`src/rtl/rename_regfile_pkg.sv`:
```
// Shared defaults and typedefs for the rename register file and its read ports.
package rename_pkg;

  localparam int RF_NUM_REGS  = 32;
  localparam int RF_XLEN      = 32;
  localparam int RF_ROB_IDX_W = 4;

  typedef logic [$clog2(RF_NUM_REGS)-1:0] reg_addr_t;
  typedef logic [RF_ROB_IDX_W-1:0]        rob_tag_t;
  typedef logic [RF_XLEN-1:0]             xlen_t;

endpackage

```
`src/rtl/rename_regfile_rf_read_port.sv`:
```
// One combinational read port: address mux, x0 override and, when
// RENAME_RF_COMMIT_BYPASS_EN is defined, a same-cycle commit bypass.
module rf_read_port
  import rename_pkg::*;
#(
  parameter int NUM_REGS  = RF_NUM_REGS,
  parameter int XLEN      = RF_XLEN,
  parameter int ROB_IDX_W = RF_ROB_IDX_W,
  localparam int ADDR_W   = $clog2(NUM_REGS)
) (
  input  logic [ADDR_W-1:0]                   addr,
  input  logic [NUM_REGS-1:0][XLEN-1:0]       rf_val,
  input  logic [NUM_REGS-1:0]                 rf_busy,
  input  logic [NUM_REGS-1:0][ROB_IDX_W-1:0]  rf_tag,
`ifdef RENAME_RF_COMMIT_BYPASS_EN
  input  logic                                commit_en,
  input  logic [ADDR_W-1:0]                   commit_rd,
  input  logic [ROB_IDX_W-1:0]                commit_tag,
  input  logic [XLEN-1:0]                     commit_val,
`endif
  output logic                                ready,
  output logic [XLEN-1:0]                     val,
  output logic [ROB_IDX_W-1:0]                tag
);

  always_comb begin
    ready = 1'b1;
    val   = '0;
    tag   = '0;
    if (addr != '0) begin
      ready = !rf_busy[addr];
      val   = rf_val[addr];
      tag   = rf_busy[addr] ? rf_tag[addr] : '0;
`ifdef RENAME_RF_COMMIT_BYPASS_EN
      // Only the commit that retires the current rename may be forwarded.
      if (commit_en && (commit_rd == addr) && rf_busy[addr] &&
          (rf_tag[addr] == commit_tag)) begin
        ready = 1'b1;
        val   = commit_val;
        tag   = '0;
      end
`endif
    end
  end

endmodule

```
`src/rtl/rename_regfile.sv`:
```
// Architectural register file with per-register rename tags, x0 hardwired,
// flush on mispredict; optional commit bypass via RENAME_RF_COMMIT_BYPASS_EN.
module rename_regfile
  import rename_pkg::*;
#(
  parameter int NUM_REGS  = RF_NUM_REGS,
  parameter int XLEN      = RF_XLEN,
  parameter int ROB_IDX_W = RF_ROB_IDX_W,
  parameter int NUM_RD    = 2,
  localparam int ADDR_W   = $clog2(NUM_REGS)
) (
  input  logic                          clk,
  input  logic                          rst,
  input  logic                          rdy,
  input  logic                          flush,
  input  logic [NUM_RD*ADDR_W-1:0]      rs_addr,
  output logic [NUM_RD-1:0]             rs_ready,
  output logic [NUM_RD*XLEN-1:0]        rs_val,
  output logic [NUM_RD*ROB_IDX_W-1:0]   rs_tag,
  input  logic                          issue_en,
  input  logic [ADDR_W-1:0]             issue_rd,
  input  logic [ROB_IDX_W-1:0]          issue_tag,
  input  logic                          commit_en,
  input  logic [ADDR_W-1:0]             commit_rd,
  input  logic [ROB_IDX_W-1:0]          commit_tag,
  input  logic [XLEN-1:0]               commit_val
);

  logic [NUM_REGS-1:0][XLEN-1:0]      val_q, val_d;
  logic [NUM_REGS-1:0]                busy_q, busy_d;
  logic [NUM_REGS-1:0][ROB_IDX_W-1:0] tag_q, tag_d;

  // Commit is evaluated first so a same-register issue overrides busy/tag.
  always_comb begin
    val_d  = val_q;
    busy_d = busy_q;
    tag_d  = tag_q;
    if (rdy) begin
      if (commit_en && (commit_rd != '0)) begin
        val_d[commit_rd] = commit_val;
        if (busy_q[commit_rd] && (tag_q[commit_rd] == commit_tag)) begin
          busy_d[commit_rd] = 1'b0;
        end
      end
      if (flush) begin
        busy_d = '0;
        tag_d  = '0;
      end else if (issue_en && (issue_rd != '0)) begin
        busy_d[issue_rd] = 1'b1;
        tag_d[issue_rd]  = issue_tag;
      end
    end
  end

  always_ff @(posedge clk or negedge rst) begin
    if (!rst) begin
      val_q  <= '0;
      busy_q <= '0;
      tag_q  <= '0;
    end else begin
      val_q  <= val_d;
      busy_q <= busy_d;
      tag_q  <= tag_d;
    end
  end

  for (genvar p = 0; p < NUM_RD; p++) begin : g_rd
    rf_read_port #(
      .NUM_REGS  (NUM_REGS),
      .XLEN      (XLEN),
      .ROB_IDX_W (ROB_IDX_W)
    ) u_port (
      .addr       (rs_addr[p*ADDR_W +: ADDR_W]),
      .rf_val     (val_q),
      .rf_busy    (busy_q),
      .rf_tag     (tag_q),
`ifdef RENAME_RF_COMMIT_BYPASS_EN
      .commit_en  (commit_en),
      .commit_rd  (commit_rd),
      .commit_tag (commit_tag),
      .commit_val (commit_val),
`endif
      .ready      (rs_ready[p]),
      .val        (rs_val[p*XLEN +: XLEN]),
      .tag        (rs_tag[p*ROB_IDX_W +: ROB_IDX_W])
    );
  end

endmodule
```
`config.mk`:
```
export PLATFORM = sky130hd
export DESIGN_NAME = rename_regfile
export DESIGN_NICKNAME = d
export VERILOG_FILES = /design/src/rtl/rename_regfile_pkg.sv /design/src/rtl/rename_regfile_rf_read_port.sv /design/src/rtl/rename_regfile.sv
export SDC_FILE = /design/constraint.sdc
export NUM_CORES = 2
export LEC_CHECK = 0
export CAP_MARGIN = 20
export CORE_MARGIN = 1.5
export CORE_UTILIZATION = 50
export DETAILED_ROUTE_END_ITERATION = 8
export PLACE_DENSITY = 0.76
export SLEW_MARGIN = 25
export SYNTH_ARGS = -nofsm -noshare
export SYNTH_HDL_FRONTEND = slang
export SYNTH_HIERARCHICAL = 1
export SYNTH_SLANG_ARGS = --single-unit
```
`constraint.sdc`:
```
create_clock -name clk -period 4.7 [get_ports clk]
set_input_delay 1.175 -clock clk [delete_from_list [all_inputs] [get_ports clk]]
set_output_delay 1.175 -clock clk [all_outputs]
set_load 0.05 [all_outputs]
```
==> summary.md <==
| Metric | Value |
|---|---|
| Total track usage | `0.297` |
| Most used DFF post-synth | `dfrtp_1` |
| P_leak | `approximately 32 nW` |
| Global route hottest layer | `met2` |
| GPL Wtd Cong | `a little under 1` |
| WL/cell | `about 31 µm` |
| Worst-Skew Late Latency | `slightly below 0.8 ns` |
| Final setup fails | `0` |
| Largest net degree at the start of global routing | `roughly 140` |
| Vias in the first global route | `43700` |
| Ys async rst share | `1.00` |
| Netlist cell types | `57` |
| Ratio of cells with drive above 1 in the final layout | `0.531` |
| Final core occ | `0.577` |
| Tot Pwr | `28.6 mW` |
| Maximum clock path buffer count | `3` |
| Worst Skew | `approximately 0.031 ns` |
| Sequential share of the synthesized area | `0.454` |
| Largest area contributor in the synthesized netlist | `dfrtp_1` |
| Maximum vdd drop | `about 0.42 mV` |
| DIE AREA | `133000 µm²` |
| Num CTS Buffers | `131` |
| Pins Over Slew Limit | `0` |
| Unrepaired setup endpoints after global routing | `no` |
| Post-Synthesis Cell Area | `roughly 65000 µm²` |
| DRC viols | `0` |
| CP arrival | `between 3 and 4 ns` |
| Layout Area Growth over Synthesis | `14.4%` |
| FF+latch count, synth | `roughly 1200` |
| DR vias/cell | `6.88` |
| Tcrit/Tclk final | `0.979` |
| M3 GR Usage | `0.0649` |
| Grt met1 use | `0.409` |
| Register area | `29600 µm²` |
| Crit Path Category | `in2out` |
| Commonest non-fill, non-tap cell in the layout | `dfrtp_1` |
| Status | `complete, no violations` |
| IO Count | `140` |
| DRT Wirelength | `between 150 and 200 mm` |
| CP max FO | `18` |
| Die height | `~360 µm` |
| # nets final | `4413` |
| Syn_nets | `around 4400` |
| Dpl hpwl | `120 mm` |
| Final ANT Viol Nets | `0` |
| Ys Warns | `6` |
| CTS clk-pin slew, worst paths | `around 0.06 ns` |
| Post-Syn Instances | `between 4000 and 5000` |
| DIE WIDTH | `about 360 µm` |
| Vias | `~43000` |
| Total negative setup slack | `0 ns` |
| Root Driver | `clkbuf_16` |
| Initial core utilization | `0.504` |
| Global Route met2 Usage | `0.465` |
| Total gr overflow | `0` |
| TritonCTS Sinks | `1184` |
| Final min period | `about 4.6 ns` |
| Synth area leaders | `dfrtp_1 45%, mux4_2 25%, mux2_2 17%` |
| Crit. End Element | `primary output` |
| H-tree lvl count | `4` |
| Placed Cells incl. Taps | `between 5000 and 6000` |
| Worst hold margin | `0.346 ns` |
| First-pass GRT wire length | `just under 300 mm` |
| Fillers | `9838` |
| Worst hold path class | `in2async` |
| Max-cap violations | `0` |
| Achievable clock frequency | `about 0.22 GHz` |
| DR iter-0 viols | `around 4800` |
| I/O Buffers | `about 140` |
| WP data required | `~3.5 ns` |
| Post-CTS setup buffers | `0` |
| Final Instance Count excl. Fillers | `just over 6000` |
| Core footprint | `approximately 130000 µm²` |
| Max_slew headroom | `0.260` |
| CTS tree | `yes` |
| Slew @ Worst Pin | `around 1.1 ns` |
| Final hold viol count | `0` |
| Share of the synthesized area in the top cell type | `0.454` |
| CP Launch Type | `input port` |
| EDFF count, synth | `0` |
| Pwr Density | `383 nW/µm²` |
| Most frequent cells in the layout | `1184 x dfrtp_1, 997 x mux2_2, 720 x mux4_2, 182 x buf_4, 143 x nand2_1` |
| Area of the multi-input gates | `33200 µm²` |
| Row count | `between 100 and 150` |
| Syn avg cell area | `15.2 µm²` |
| Initial antenna violation count | `3` |
| Drt pass-1 iters | `6` |
cell usage after synthesis (59+ instances only):
| library cell | n |
|---|---|
| nand3_1 | 96 |
| a22oi_1 | 61 |
| mux2_2 | 997 |
| o21ai_0 | 67 |
| clkbuf_1 | 220 |
| buf_2 | 117 |
| mux4_2 | 720 |
| nand2_1 | 159 |
| inv_1 | 82 |
| dfrtp_1 | 1184 |
| buf_1 | 72 |
| o21ai_1 | 72 |
| nor2_1 | 59 |
final cells by class:
type,count,share of cell area
timing repair buffer,388,0.0635
clock inverter,60,0.0102
sequential,1184,0.397
multi-input combinational,2560,0.445
inverter,82,0.00412
antenna,4,0.000134
clock buffer,178,0.0512
tap,1742,0.0292
per-stage QoR:
step           worst slack, ns  cell area [µm²]
2_1_floorplan            0.133            65300
3_3_place_gp           -0.0583            70200
3_5_place_dp            0.0196            70200
4_1_cts                0.00635            74800
5_1_grt                 0.0813            74700
6_report                0.0997            74700
flip-flops by register name, indices dropped and copies added (netlist names):
register	count
busy_q	32
tag_q	128
val_q	1024
per-layer routing:
layer,up-vias,share of wire,wire length (µm)
li1,16900,-,-
met1,22900,0.39,76400
met2,2280,0.48,92500
met3,494,0.088,17100
met4,2,0.039,7630
met5,-,0.000041,8
critical path, cell delays in order:
cell and delay (ns):
buf_8 0.13, buf_4 0.36, mux4_2 0.57, mux4_2 0.47, nand2_1 0.08, o21ai_1 0.28, buf_4 0.32
repair_timing:
| action | CTS | global route |
|---|---|---|
| resized for setup | 0 | 1 |
| setup endpoints to repair | 0 | 8 |
| hold buffers | 0 | 0 |
path summary, 6_finish.rpt:
kind,endpoint,depth (start not counted),startpoint,slack (ns)
setup reg to reg,busy_q[2]$_DFFE_PN0P_,7,tag_q[46]$_DFFE_PN0P_,1.93
min in group clk,val_q[11]$_DFFE_PN0P_,0,val_q[11]$_DFFE_PN0P_,0.40
hold reg to reg,val_q[11]$_DFFE_PN0P_,0,val_q[11]$_DFFE_PN0P_,0.40
max in group asynchronous,val_q[959]$_DFFE_PN0P_,3,rst,3.06
setup / recovery,rs_val[35],7,rs_addr[5],0.1
hold / removal,val_q[487]$_DFFE_PN0P_,1,rst,0.35
logic make-up (layout without fill, tap and decap cells):
kind of cell / Yosys count / in the layout / share of synthesized area
mux: 1790 / 1790 / 0.435
flops: 1184 / 1184 / 0.454
buf+inv: 558 / 708 / 0.0402
simple gates: 421 / 421 / 0.0315
compound gates: 347 / 347 / 0.0389
xor+xnor: 2 / 2 / 0.000268
other cells: 0 / 4 / 0
where the power goes:
| group | internal, mW | switching, mW | leakage (nW) |
|---|---|---|---|
| clock network | 6.51 | 4.44 | 2.27 |
| registers | 11.4 | 0.958 | 15.9 |
| logic | 2.96 | 2.35 | 14.1 |
Power figures use the tool's default switching activity.
